File: src/rtl/wishbone_bus_if.sv
// ---------------------------------------------------------------------------
// wishbone_bus_if
//
// Bridges one OpenMIPS SRAM-style CPU port (data or instruction side) to a
// Wishbone B3 classic master. Each single-cycle CPU access becomes one
// Wishbone cycle. The pipeline is held through stallreq until the slave
// acknowledges. Read data is buffered while some other pipeline stage keeps
// this stage stalled. An access is aborted on a pipeline flush or when the
// slave fails to acknowledge within TIMEOUT_CYCLES.
//
// Parameters
//   STALL_BIT       index of stall_i owned by this port's pipeline stage
//   TIMEOUT_CYCLES  maximum BUSY cycles without ack (1..255)
//
// Ports
//   clk, rst            clock; asynchronous active-high reset
//   stall_i[5:0]        pipeline stall vector from ctrl
//   flush_i             pipeline flush, aborts any access
//   cpu_ce_i            CPU access request
//   cpu_addr_i[31:0]    byte address
//   cpu_data_i[31:0]    store data
//   cpu_we_i            1 = write
//   cpu_sel_i[3:0]      byte lane enables
//   cpu_data_o[31:0]    load data returned to the CPU (combinational)
//   stallreq            stall request to ctrl (combinational)
//   bus_err_o           one-cycle pulse after a timeout abort
//   wishbone_data_i     slave read data
//   wishbone_ack_i      slave acknowledge
//   wishbone_*_o        registered Wishbone master outputs
// ---------------------------------------------------------------------------
module wishbone_bus_if #(
    parameter int STALL_BIT      = 3,
    parameter int TIMEOUT_CYCLES = 255
) (
    input  logic        clk,
    input  logic        rst,
    input  logic [5:0]  stall_i,
    input  logic        flush_i,
    input  logic        cpu_ce_i,
    input  logic [31:0] cpu_addr_i,
    input  logic [31:0] cpu_data_i,
    input  logic        cpu_we_i,
    input  logic [3:0]  cpu_sel_i,
    output logic [31:0] cpu_data_o,
    output logic        stallreq,
    output logic        bus_err_o,
    input  logic [31:0] wishbone_data_i,
    input  logic        wishbone_ack_i,
    output logic [31:0] wishbone_addr_o,
    output logic [31:0] wishbone_data_o,
    output logic        wishbone_we_o,
    output logic [3:0]  wishbone_sel_o,
    output logic        wishbone_stb_o,
    output logic        wishbone_cyc_o
);

    typedef enum logic [1:0] {
        IDLE       = 2'd0,
        BUSY       = 2'd1,
        WAIT_STALL = 2'd2
    } state_t;

    // Last counter value before the abort; the counter starts at 0 in the
    // first BUSY cycle, so matching this value marks the TIMEOUT_CYCLES-th one.
    localparam logic [7:0] TCNT_LAST = 8'(TIMEOUT_CYCLES - 1);

    state_t      state_q;
    logic [31:0] addr_q;
    logic [31:0] wdata_q;
    logic        we_q;
    logic [3:0]  sel_q;
    logic        stb_q;
    logic        cyc_q;
    logic [31:0] rd_buf_q;
    logic [7:0]  tcnt_q;
    logic [7:0]  tcnt_d;
    logic        bus_err_q;

    logic        own_stall;
    logic        start_req;
    logic        in_busy;
    logic        ack_take;
    logic        timeout_fire;

    assign own_stall = stall_i[STALL_BIT];
    assign start_req = cpu_ce_i & ~flush_i;
    assign in_busy   = (state_q == BUSY);
    assign tcnt_d    = tcnt_q + 8'd1;

    // Flush outranks ack, and ack outranks the timeout, so the timeout only
    // fires when neither of the other two events is present.
    assign ack_take     = in_busy & ~flush_i & wishbone_ack_i;
    assign timeout_fire = in_busy & ~flush_i & ~wishbone_ack_i & (tcnt_q == TCNT_LAST);

    // Stall request: held from the request cycle until the access resolves,
    // released in the resolving cycle so the pipeline can advance right away.
    always_comb begin
        stallreq = 1'b0;
        case (state_q)
            IDLE:    stallreq = start_req;
            BUSY:    stallreq = ~(wishbone_ack_i | timeout_fire);
            default: stallreq = 1'b0;
        endcase
    end

    // Load data: passed straight through in the ack cycle, replayed from the
    // buffer while the stage is still stalled, otherwise zero.
    always_comb begin
        cpu_data_o = 32'h0;
        if (in_busy && wishbone_ack_i) begin
            cpu_data_o = wishbone_data_i;
        end else if (state_q == WAIT_STALL) begin
            cpu_data_o = rd_buf_q;
        end
    end

    // Main FSM with all registered outputs. Address, data, we and sel are
    // only loaded when a cycle starts, which keeps them stable while stb is
    // high. bus_err defaults low each cycle so it forms a single pulse.
    always_ff @(posedge clk or posedge rst) begin
        if (rst) begin
            state_q   <= IDLE;
            addr_q    <= 32'h0;
            wdata_q   <= 32'h0;
            we_q      <= 1'b0;
            sel_q     <= 4'h0;
            stb_q     <= 1'b0;
            cyc_q     <= 1'b0;
            rd_buf_q  <= 32'h0;
            tcnt_q    <= 8'h0;
            bus_err_q <= 1'b0;
        end else begin
            bus_err_q <= 1'b0;
            case (state_q)
                IDLE: begin
                    if (start_req) begin
                        addr_q  <= cpu_addr_i;
                        wdata_q <= cpu_data_i;
                        we_q    <= cpu_we_i;
                        sel_q   <= cpu_sel_i;
                        cyc_q   <= 1'b1;
                        stb_q   <= 1'b1;
                        tcnt_q  <= 8'h0;
                        state_q <= BUSY;
                    end
                end
                BUSY: begin
                    if (flush_i) begin
                        cyc_q    <= 1'b0;
                        stb_q    <= 1'b0;
                        rd_buf_q <= 32'h0;
                        state_q  <= IDLE;
                    end else if (ack_take) begin
                        cyc_q    <= 1'b0;
                        stb_q    <= 1'b0;
                        rd_buf_q <= wishbone_data_i;
                        state_q  <= own_stall ? WAIT_STALL : IDLE;
                    end else if (timeout_fire) begin
                        cyc_q     <= 1'b0;
                        stb_q     <= 1'b0;
                        rd_buf_q  <= 32'h0;
                        bus_err_q <= 1'b1;
                        state_q   <= own_stall ? WAIT_STALL : IDLE;
                    end else begin
                        tcnt_q <= tcnt_d;
                    end
                end
                WAIT_STALL: begin
                    if (flush_i) begin
                        rd_buf_q <= 32'h0;
                        state_q  <= IDLE;
                    end else if (!own_stall) begin
                        state_q <= IDLE;
                    end
                end
                default: begin
                    state_q <= IDLE;
                end
            endcase
        end
    end

    assign wishbone_addr_o = addr_q;
    assign wishbone_data_o = wdata_q;
    assign wishbone_we_o   = we_q;
    assign wishbone_sel_o  = sel_q;
    assign wishbone_stb_o  = stb_q;
    assign wishbone_cyc_o  = cyc_q;
    assign bus_err_o       = bus_err_q;

endmodule

File: config.mk
export PLATFORM = sky130hd
export DESIGN_NAME = wishbone_bus_if
export DESIGN_NICKNAME = d
export VERILOG_FILES = /design/src/rtl/wishbone_bus_if.sv
export SDC_FILE = /design/constraint.sdc
export NUM_CORES = 1
export LEC_CHECK = 0
export ABC_AREA = 1
export BUFFER_PORTS_ARGS = -buffer_cell sky130_fd_sc_hd__buf_2
export CORE_MARGIN = 2
export CORE_UTILIZATION = 35
export CTS_CLUSTER_DIAMETER = 80
export CTS_CLUSTER_SIZE = 40
export DETAILED_ROUTE_END_ITERATION = 7
export SLEW_MARGIN = 20
export SYNTH_ARGS = -nofsm -noshare
export SYNTH_HDL_FRONTEND = slang
export SYNTH_SLANG_ARGS = --single-unit
File: constraint.sdc
create_clock -name clk -period 9.43 [get_ports clk]
set_input_delay 0.4715 -clock clk [delete_from_list [all_inputs] [get_ports clk]]
set_output_delay 0.4715 -clock clk [all_outputs]
set_load 0.01 [all_outputs]
==> out/metrics.yaml <==
dp_hpwl_microns: 8980
timing.final.ws_setup_ns: 6.68
wire_per_inst_microns: 13.6
clk_path_buf_depth: 2
cts_tree: "yes"
worstPathRequired_ns: 8.96
ys_ff_latch: 113
vias_per_cell: 4.65
die_width_microns: 124
timing.final.hold_violations: 0
critPathSlowestCell: "inv_1"
yosysWarnings: 0
final-setup-viol-count: 0
nets: 880
die-area_sq_mm: 0.0154
first_pass_iters: 4
syn_to_final_growth_pct: 33.9
drive_above_1_share: 0.348
htreeDepth: 4
grt_max_degree: 135
synth_area_leaders: "dfrtp_1, nand2_1, a32o_1"
boundaryPins: 217
cts_made_buffers: 17
cts-root-buf: "clkbuf_16"
netlist_area_sq_mm: 0.00506
max-slew-margin-rel: 0.283
layout_common_cells: "buf_2, nand2_1, dfrtp_1"
yosys.cell_types.count: 28
rows: 43
gp_congestion: 0.758
diodes: 0
utilization: 0.484
cp.arrival_ns: 2.28
post_cts_buffers: 0
drc: 0
leakage_nw: 3.85
status: "complete, no violations"
antenna_found_initial: 0
synthCells: 567
dp_slack_ns: 7.10
final_area_sq_mm: 0.00678
cp-end-kind: "output pin"
setup.worst_path.start_class: "flip-flop"
period_share: 0.291
yosysTopAreaCell: "dfrtp_1"
clock_latency_ns: 0.41
route.vias.total: 4462
power_per_cell_area_mw_per_mm2: 220
drtIter0Drc: 273
synth_top_cell_area_share: 0.559
ctsHoldBuffers: 0
final_common_cell: "buf_2"
grt_pass1_vias: 4405
fmax_mhz: 364
ir_worst_vdd_mv: 0.153
drv_cap: 0
yosysSeqAreaShare: 0.559
hold_slack_ns: 0.170
rsz0062_at_grt: "false"
overflow: 0
grt_pass1_wl_microns: 21400
clk_pin_slew_ns: 0.05
cts.sinks: 113
hold_class: "primary input to asynchronous set/reset pin"
n_fill_cell: 1389
die_height_microns: 124
place_area_sq_mm: 0.00617
max_stage_delay_ns: 0.78
wirelength_microns: 13000
slew_viol_final: 0
finalSetupTns_ns: 0
avgSynthCellArea_sq_um: 8.93
crit_path_frequent_cell: "inv_1"
port_buffers: 211
skew_ns: 0.0101
critical_path_peak_fanout: 33
post-route-min-period_ns: 2.75
path_cells: "inv_1, nand2_1, inv_1, a32o_1, buf_2"
cts-resized-gates: 0
syn_nets: 681
initial_core_util: 0.362
tightest_slew_ns: 1.07
critical_path_class: "flip-flop to output pin"
fp.coreArea_sq_mm: 0.0140
grtUsageTotal: 0.171
antenna_left: 0
## critical path: cells and delay by family (launching register included)
| kind | cells | cell delay [ns] |
|---|---|---|
| AND/OR/NAND/NOR | 1 | 0.10 |
| buffers and inverters | 3 | 1.07 |
| AO/OA/AOI/OAI | 1 | 0.28 |
| flip-flops | 1 | 0.40 |
## final cells by class
| class | count | area, sq um | share of cell area |
|---|---|---|---|
| flip-flops and latches | 113 | 2830 | 0.417 |
| clock buffers | 20 | 447 | 0.0659 |
| repair buffers | 214 | 1080 | 0.160 |
| inverters | 84 | 318 | 0.0469 |
| well taps | 180 | 225 | 0.0332 |
| multi-input cells | 336 | 1720 | 0.254 |
| clock inverters | 12 | 156 | 0.0231 |
## report_power, final
| group | leakage (nW) | switching (mW) | internal, mW | total (mW) |
|---|---|---|---|---|
| clock | 0.283 | 0.223 | 0.423 | 0.646 |
| combinational | 2.11 | 0.143 | 0.0990 | 0.242 |
| sequential | 1.45 | 0.0415 | 0.558 | 0.600 |
| total | 3.85 | 0.408 | 1.08 | 1.49 |
## synthesized netlist by cell type
cell	number
buf_4	2
o21ai_0	25
nor3_2	1
inv_1	80
dfrtp_1	113
nor2_1	6
nor2_2	3
nand2_2	12
buf_6	6
o21ai_2	1
nand2_1	177
nand2_4	2
o211ai_1	1
nor2_4	1
xnor2_1	1
o21bai_1	1
a32o_1	32
nand3b_1	1
clkbuf_1	5
ha_1	2
nand4_1	2
xor2_1	2
buf_2	21
inv_2	4
nand3_2	1
nand3_4	1
nand3_1	13
o21ai_1	51
## path summary, 6_finish.rpt
kind | from | end | slack (ns) | depth (start not counted)
max | state_q[0] | cpu_data_o[17] | 6.68 | 5
min | rst | wishbone_data_o[24] | 0.17 | 2
max reg2reg | state_q[0] | state_q[1] | 7.63 | 5
min reg2reg | rd_buf_q[5] | rd_buf_q[5] | 0.48 | 2
max in group asynchronous | rst | wishbone_addr_o[10] | 8.03 | 3
min in group clk | wishbone_data_i[4] | rd_buf_q[4] | 0.28 | 3
## flip-flops by register name, summed over array words and instances (netlist names)
signal and count:
bus_err_o 1, wishbone_cyc_o 1, wishbone_sel_o 4, tcnt_q 8, wishbone_we_o 1, wishbone_addr_o 32
state_q 2, wishbone_data_o 32, rd_buf_q 32
## cell families after synthesis
group                    Yosys count  synth area share
AO/OA/AOI/OAI                    111             0.143
XOR/XNOR                           3           0.00519
adder cells (fa/ha/maj)            2           0.00494
buffers and inverters            118             0.103
flip-flops                       113             0.559
AND/OR/NAND/NOR                  220             0.185
## routing by layer
metal,routed length [microns],track usage,part of all wire,up-vias
met5,0,0,0,-
met4,316,0.0734,0.024,0
met3,836,0.0580,0.064,24
met2,6550,0.292,0.50,122
met1,5310,0.194,0.41,2112
li1,-,-,-,2204
## per-stage QoR
stage | power [mW] | cells
after floorplan | 0.741 | 567
after global placement | 0.845 | 927
after detailed placement | 0.853 | 927
after CTS | 1.51 | 959
after global routing | 1.57 | 959
final | 1.49 | 959
No activity file was read; power rests on OpenSTA's default activity.
